<file path="config.mk">
export PLATFORM = sky130hd
export DESIGN_NAME = demux_stream_ctrl_flat
export DESIGN_NICKNAME = d
export VERILOG_FILES = /design/src/rtl/demux_stream_ctrl_if.sv /design/src/rtl/demux_stream_ctrl.sv /design/src/flat_wrapper.sv
export SDC_FILE = /design/constraint.sdc
export NUM_CORES = 1
export LEC_CHECK = 0
export ABC_AREA = 0
export CORE_UTILIZATION = 65
export CTS_BUF_LIST = sky130_fd_sc_hd__clkbuf_2
export CTS_CLUSTER_DIAMETER = 80
export CTS_CLUSTER_SIZE = 14
export DETAILED_ROUTE_END_ITERATION = 10
export DONT_BUFFER_PORTS = 1
export PLACE_DENSITY = 0.78
export SKIP_LAST_GASP = 1
export SLEW_MARGIN = 0
export SYNTH_ARGS = -nofsm -noshare
export SYNTH_HDL_FRONTEND = slang
export SYNTH_SLANG_ARGS = --single-unit
</file>
<file path="constraint.sdc">
create_clock -name clk -period 2.9 [get_ports clk]
set_clock_uncertainty 0.15 [all_clocks]
set_input_delay 0.58 -clock clk [delete_from_list [all_inputs] [get_ports clk]]
set_output_delay 0.58 -clock clk [all_outputs]
set_load 0.02 [all_outputs]
</file>
<file path="src/rtl/demux_stream_ctrl_if.sv">
// Stream bundle for demux_stream_ctrl: one upstream producer, two downstream consumers
// (A and B), the routing mode and the per-destination delivery counters.
interface demux_stream_ctrl_if #(
    parameter int size = 16
);
    logic [1:0]      mode;
    logic [size-1:0] in_data;
    logic            in_dest;
    logic            in_valid;
    logic            in_ready;
    logic [size-1:0] outA_data;
    logic [size-1:0] outB_data;
    logic            outA_valid;
    logic            outB_valid;
    logic            outA_ready;
    logic            outB_ready;
    logic [7:0]      countA;
    logic [7:0]      countB;

    // Environment side: drives the producer and both consumers
    modport master (
        output mode, in_data, in_dest, in_valid, outA_ready, outB_ready,
        input  in_ready, outA_data, outB_data, outA_valid, outB_valid, countA, countB
    );

    // Controller side
    modport slave (
        input  mode, in_data, in_dest, in_valid, outA_ready, outB_ready,
        output in_ready, outA_data, outB_data, outA_valid, outB_valid, countA, countB
    );
endinterface

</file>
<file path="src/rtl/demux_stream_ctrl.sv">
// Flow-controlled 1x2 stream steering: routes each accepted word to A or B by explicit
// destination, alternation or fixed bursts, holding it in a per-destination register.
module demux_stream_ctrl #(
    parameter int size  = 16,
    parameter int BURST = 4
) (
    input  logic               clk,
    input  logic               rst,
    demux_stream_ctrl_if.slave bus
);
    localparam logic [7:0] BURST_LAST = 8'(BURST - 1);

    typedef enum logic {
        SEND_A = 1'b0,
        SEND_B = 1'b1
    } state_t;

    state_t          state_reg;
    state_t          state_next;
    logic [7:0]      bcnt_reg;
    logic [7:0]      bcnt_next;
    logic [1:0]      mode_q_reg;

    logic            mode_ok;
    logic            tgt;
    logic            in_ready;
    logic            accept;
    logic [1:0]      out_ready;
    logic [1:0]      out_valid;
    logic [1:0]      free;
    logic [size-1:0] out_data  [2];
    logic [7:0]      out_count [2];

    assign out_ready = {bus.outB_ready, bus.outA_ready};
    assign mode_ok   = (bus.mode == mode_q_reg);

    // Scheduled modes steer by the pointer; everything else honours in_dest
    always_comb begin
        tgt = bus.in_dest;
        if (mode_q_reg == 2'b01 || mode_q_reg == 2'b10) begin
            tgt = state_reg;
        end
    end

    assign in_ready = !rst && mode_ok && free[tgt];
    assign accept   = bus.in_valid && in_ready;

    always_ff @(posedge clk or posedge rst) begin
        if (rst) begin
            state_reg  <= SEND_A;
            bcnt_reg   <= '0;
            mode_q_reg <= 2'b00;
        end else begin
            state_reg  <= state_next;
            bcnt_reg   <= bcnt_next;
            mode_q_reg <= bus.mode;
        end
    end

    // A mode change blocks acceptance for the cycle, so it never races an advance
    always_comb begin
        state_next = state_reg;
        bcnt_next  = bcnt_reg;
        if (!mode_ok) begin
            state_next = SEND_A;
            bcnt_next  = '0;
        end else if (accept) begin
            case (mode_q_reg)
                2'b01: begin
                    state_next = (state_reg == SEND_A) ? SEND_B : SEND_A;
                end
                2'b10: begin
                    if (bcnt_reg == BURST_LAST) begin
                        bcnt_next  = '0;
                        state_next = (state_reg == SEND_A) ? SEND_B : SEND_A;
                    end else begin
                        bcnt_next = bcnt_reg + 8'd1;
                    end
                end
                default: begin
                end
            endcase
        end
    end

    genvar gi;
    generate
        for (gi = 0; gi < 2; gi++) begin : g_dest
            logic [size-1:0] data_reg;
            logic            valid_reg;
            logic [7:0]      count_reg;
            logic            load;
            logic            handshake;

            assign load      = accept && (tgt == 1'(gi));
            assign handshake = valid_reg && out_ready[gi];
            assign free[gi]  = !valid_reg || out_ready[gi];

            // A load in the same cycle as a drain keeps valid high with the new word
            always_ff @(posedge clk or posedge rst) begin
                if (rst) begin
                    data_reg  <= '0;
                    valid_reg <= 1'b0;
                    count_reg <= '0;
                end else begin
                    if (load) begin
                        data_reg  <= bus.in_data;
                        valid_reg <= 1'b1;
                    end else if (handshake) begin
                        valid_reg <= 1'b0;
                    end
                    if (handshake) begin
                        count_reg <= count_reg + 8'd1;
                    end
                end
            end

            assign out_data[gi]  = data_reg;
            assign out_valid[gi] = valid_reg;
            assign out_count[gi] = count_reg;
        end
    endgenerate

    assign bus.in_ready   = in_ready;
    assign bus.outA_data  = out_data[0];
    assign bus.outB_data  = out_data[1];
    assign bus.outA_valid = out_valid[0];
    assign bus.outB_valid = out_valid[1];
    assign bus.countA     = out_count[0];
    assign bus.countB     = out_count[1];
endmodule

</file>
<file path="src/flat_wrapper.sv">
// flat-port wrapper written by rule: the top's interface ports become plain ports
module demux_stream_ctrl_flat 
#(
    parameter int size  = 16,
    parameter int BURST = 4
)
  (clk, rst, bus_mode, bus_in_data, bus_in_dest, bus_in_valid, bus_outA_ready, bus_outB_ready, bus_in_ready, bus_outA_data, bus_outB_data, bus_outA_valid, bus_outB_valid, bus_countA, bus_countB);
  demux_stream_ctrl_if #(.size(size)) bus_i ();
  input  logic clk;
  input  logic rst;
  input wire logic [$bits(bus_i.mode)-1:0] bus_mode;
  input wire logic [$bits(bus_i.in_data)-1:0] bus_in_data;
  input wire logic [$bits(bus_i.in_dest)-1:0] bus_in_dest;
  input wire logic [$bits(bus_i.in_valid)-1:0] bus_in_valid;
  input wire logic [$bits(bus_i.outA_ready)-1:0] bus_outA_ready;
  input wire logic [$bits(bus_i.outB_ready)-1:0] bus_outB_ready;
  output wire logic [$bits(bus_i.in_ready)-1:0] bus_in_ready;
  output wire logic [$bits(bus_i.outA_data)-1:0] bus_outA_data;
  output wire logic [$bits(bus_i.outB_data)-1:0] bus_outB_data;
  output wire logic [$bits(bus_i.outA_valid)-1:0] bus_outA_valid;
  output wire logic [$bits(bus_i.outB_valid)-1:0] bus_outB_valid;
  output wire logic [$bits(bus_i.countA)-1:0] bus_countA;
  output wire logic [$bits(bus_i.countB)-1:0] bus_countB;
  assign bus_i.mode = bus_mode;
  assign bus_i.in_data = bus_in_data;
  assign bus_i.in_dest = bus_in_dest;
  assign bus_i.in_valid = bus_in_valid;
  assign bus_i.outA_ready = bus_outA_ready;
  assign bus_i.outB_ready = bus_outB_ready;
  assign bus_in_ready = bus_i.in_ready;
  assign bus_outA_data = bus_i.outA_data;
  assign bus_outB_data = bus_i.outB_data;
  assign bus_outA_valid = bus_i.outA_valid;
  assign bus_outB_valid = bus_i.outB_valid;
  assign bus_countA = bus_i.countA;
  assign bus_countB = bus_i.countB;
  demux_stream_ctrl #(.size(size), .BURST(BURST)) u_core (.clk(clk), .rst(rst), .bus(bus_i));
endmodule
</file>
==> metrics.txt <==
Placed Instances=242; Min Hold Slack=0.0831 ns; Worst Hold Class=in2reg; Max Fclk=358 MHz; Ant. Diodes=0; fin. max-slew vios=0; IO Pins=75; PwrDens=747 nW/um^2; DIE AREA=4340 um^2; dominant combinational cell family by area after synthesis=multiplexers; flops & latches, synth=61; flop-to-flop setup slack=0.38 ns; fin util=0.747; unrepaired setup endpoints after global routing=false; Final setup viols=0; Sink Count=61; DRT antenna net count=0; drt total wl=5.00 mm; Data arrival, critical path=2.06 ns; reg2reg start=u_core.mode_q_reg[1]; total iterations of the first detailed-routing run=4; CTS H-Tree Depth=3; Synth-to-Final Area Change=7.08%; commonest non-fill, non-tap cell in the layout=dfrtp_1; fraction of synthesized area in multiplexers=0.169; IO Port Bufs=0; RD Place Congestion=0.871; All-Layer GR Usage=0.248; area share of the largest cell type after synthesis=0.576; Simple-Gate Fraction of Synth Area=0.109; Die Ht=65.9 um; Setup crit end kind=output pin; Mapped Avg Cell Area=13.7 um^2; vias per cell=6.04; pre-CTS setup slack=0.424 ns; post-route clock period utilization=0.963; routed via count=1,583; Worst setup endpoint=bus_in_ready; clock-pin slew on the worst setup and hold paths=0.16 ns; critical path launch point type=flip-flop; Final min period=2.79 ns; num rows=22; setup TNS=0 ns; R2R depth=7; Setup WS post-layout=0.107 ns; Core Region=3800 um^2; Worst path max stage delay=0.45 ns; Worst-Margin Slew=0.735 ns; sequential fraction of the synthesis area=0.576; RR Endpoint=u_core.bcnt_reg[5]; Top delay family on crit path=multiplexers; WP depth=5; status=completed; initial DRC count=85; Slew Limit Headroom=0.510; Final Hold Viols=0; Synth Warn #=0; Synth area leaders=dfrtp_1 58%, mux2_2 11%, mux2_4 5.1%; die span in x=65.9 um; adder-cell share of the synthesized area=0.0189; DP HPWL=3.54 mm; Clk Latency, worst-skew pair=0.47 ns; Worst Path Buf+Inv=1; final std cells w/o fill=262; crit path cell chain=ha_1, mux2i_4, mux2i_1, nor3_1, buf_4; vias in the first global route=1,739; crit path max fanout=4; nets@finish=237; Worst Setup SP=u_core.mode_q_reg[1]; root buffer cell=clkbuf_2; min-delay src=bus_in_data[4]; DRC viols=0; post-synth top area cell=dfrtp_1; maxcap violations=0; Num CTS Buffers=9; largest net degree at the start of global routing=62; Post-Syn Instances=193; synthesized area=2650 um^2; CTS max path bufs=2; initial core utilization=0.698; critical path class=reg2out; static leakage=1.33 nW; Syn Nets=221; WL/cell=19.1 um; CP max stage cell=dfrtp_1; initial antenna violation count=0; GR Overflow Total=0; Synth Area in XOR/XNOR=0.0684; worst-case vdd ir drop=0.485 mV; most frequent cells in the layout=61 x dfrtp_1, 26 x mux2_2, 14 x nand2_1; Compound-Gate Fraction of Synth Area=0.0411; WP data required=2.17 ns; first-pass GRT wire length=7.77 mm; CTS tree=done; Cell variety after synth=38; share of cells above drive strength 1=0.322
where the power goes:
group | switching [mW] | leakage [nW] | total [mW] | internal [mW]
clock network | 0.295 | 0.0530 | 0.408 | 0.113
logic | 0.104 | 0.490 | 0.287 | 0.183
registers | 0.394 | 0.791 | 1.43 | 1.03
kinds of logic (layout without fill, tap and decap cells):
family	after synthesis	count (layout)
flops	61	61
simple gates	54	54
mux	37	37
xor+xnor	19	19
compound gates	12	12
buf+inv	6	27
fa+ha+maj	4	4
repair_timing:
| item | in CTS | in global routing |
|---|---|---|
| endpoints found under the setup margin | 1 | 1 |
| hold buffers | 2 | 0 |
| hold endpoints to repair | 2 | 0 |
| buffers inserted | 0 | 2 |
| resized for setup | 1 | 1 |
per-layer routing:
| layer | wire length (um) | part of all wire | vias up | GRT usage |
|---|---|---|---|---|
| li1 | - | - | 708 | - |
| met1 | 1990 | 0.40 | 788 | 0.296 |
| met2 | 2390 | 0.48 | 75 | 0.389 |
| met3 | 521 | 0.10 | 12 | 0.0983 |
| met4 | 96 | 0.019 | 0 | 0.120 |
| met5 | 0 | 0 | - | 0 |
worst reg2reg max path: stages, from the launching register on:
cell and delay (ns):
dfrtp_1 0.45, ha_1 0.37, mux2i_4 0.30, buf_4 0.15, nand3_1 0.18, a211oi_2 0.51
nor3b_2 0.26, a211o_1 0.12
worst min path at each step:
stage                         endpoint  slack (ns)  cells after the start
4_1_cts        u_core.bus.outB_data[4]        0.06                      1
5_1_grt        u_core.bus.outA_data[9]        0.06                      1
3_5_place_dp        u_core.bcnt_reg[7]        0.40                      2
3_3_place_gp        u_core.bcnt_reg[7]        0.39                      2
2_1_floorplan         u_core.state_reg        0.36                      2
6_report       u_core.bus.outB_data[4]        0.08                      1
cell usage after synthesis (all sizes together):
cell     number
or2           3
dfrtp        61
mux2i         2
a211o         1
a221o         2
nor4b         1
ha            4
nor3          2
and3          5
a211oi        3
nand3        10
buf           3
mux2         35
xor2          4
or3b          1
a21oi         2
nand3b        1
nand4         1
a31o          1
nand2        14
o21ai         1
nor3b         1
xnor2        15
nand2b        3
nor2          9
and4          1
and2          2
inv           3
a2111oi       2
per-stage QoR:
stage	power (mW)	cell area [um^2]
finish	2.12	2840
CTS	2.14	2820
floorplan	1.63	2660
detailed placement	1.73	2710
global placement	1.69	2710
global route	2.21	2840
final cells by class:
class	instances	area, um^2
flip-flops and latches	61	1530
multi-input cells	126	1090
fillers	254	960
repair buffers	8	65.1
well taps	48	60.1
clock buffers	11	55.1
clock inverters	5	27.5
inverters	3	15.0
Note: power is estimated with default switching activity, not from simulation.
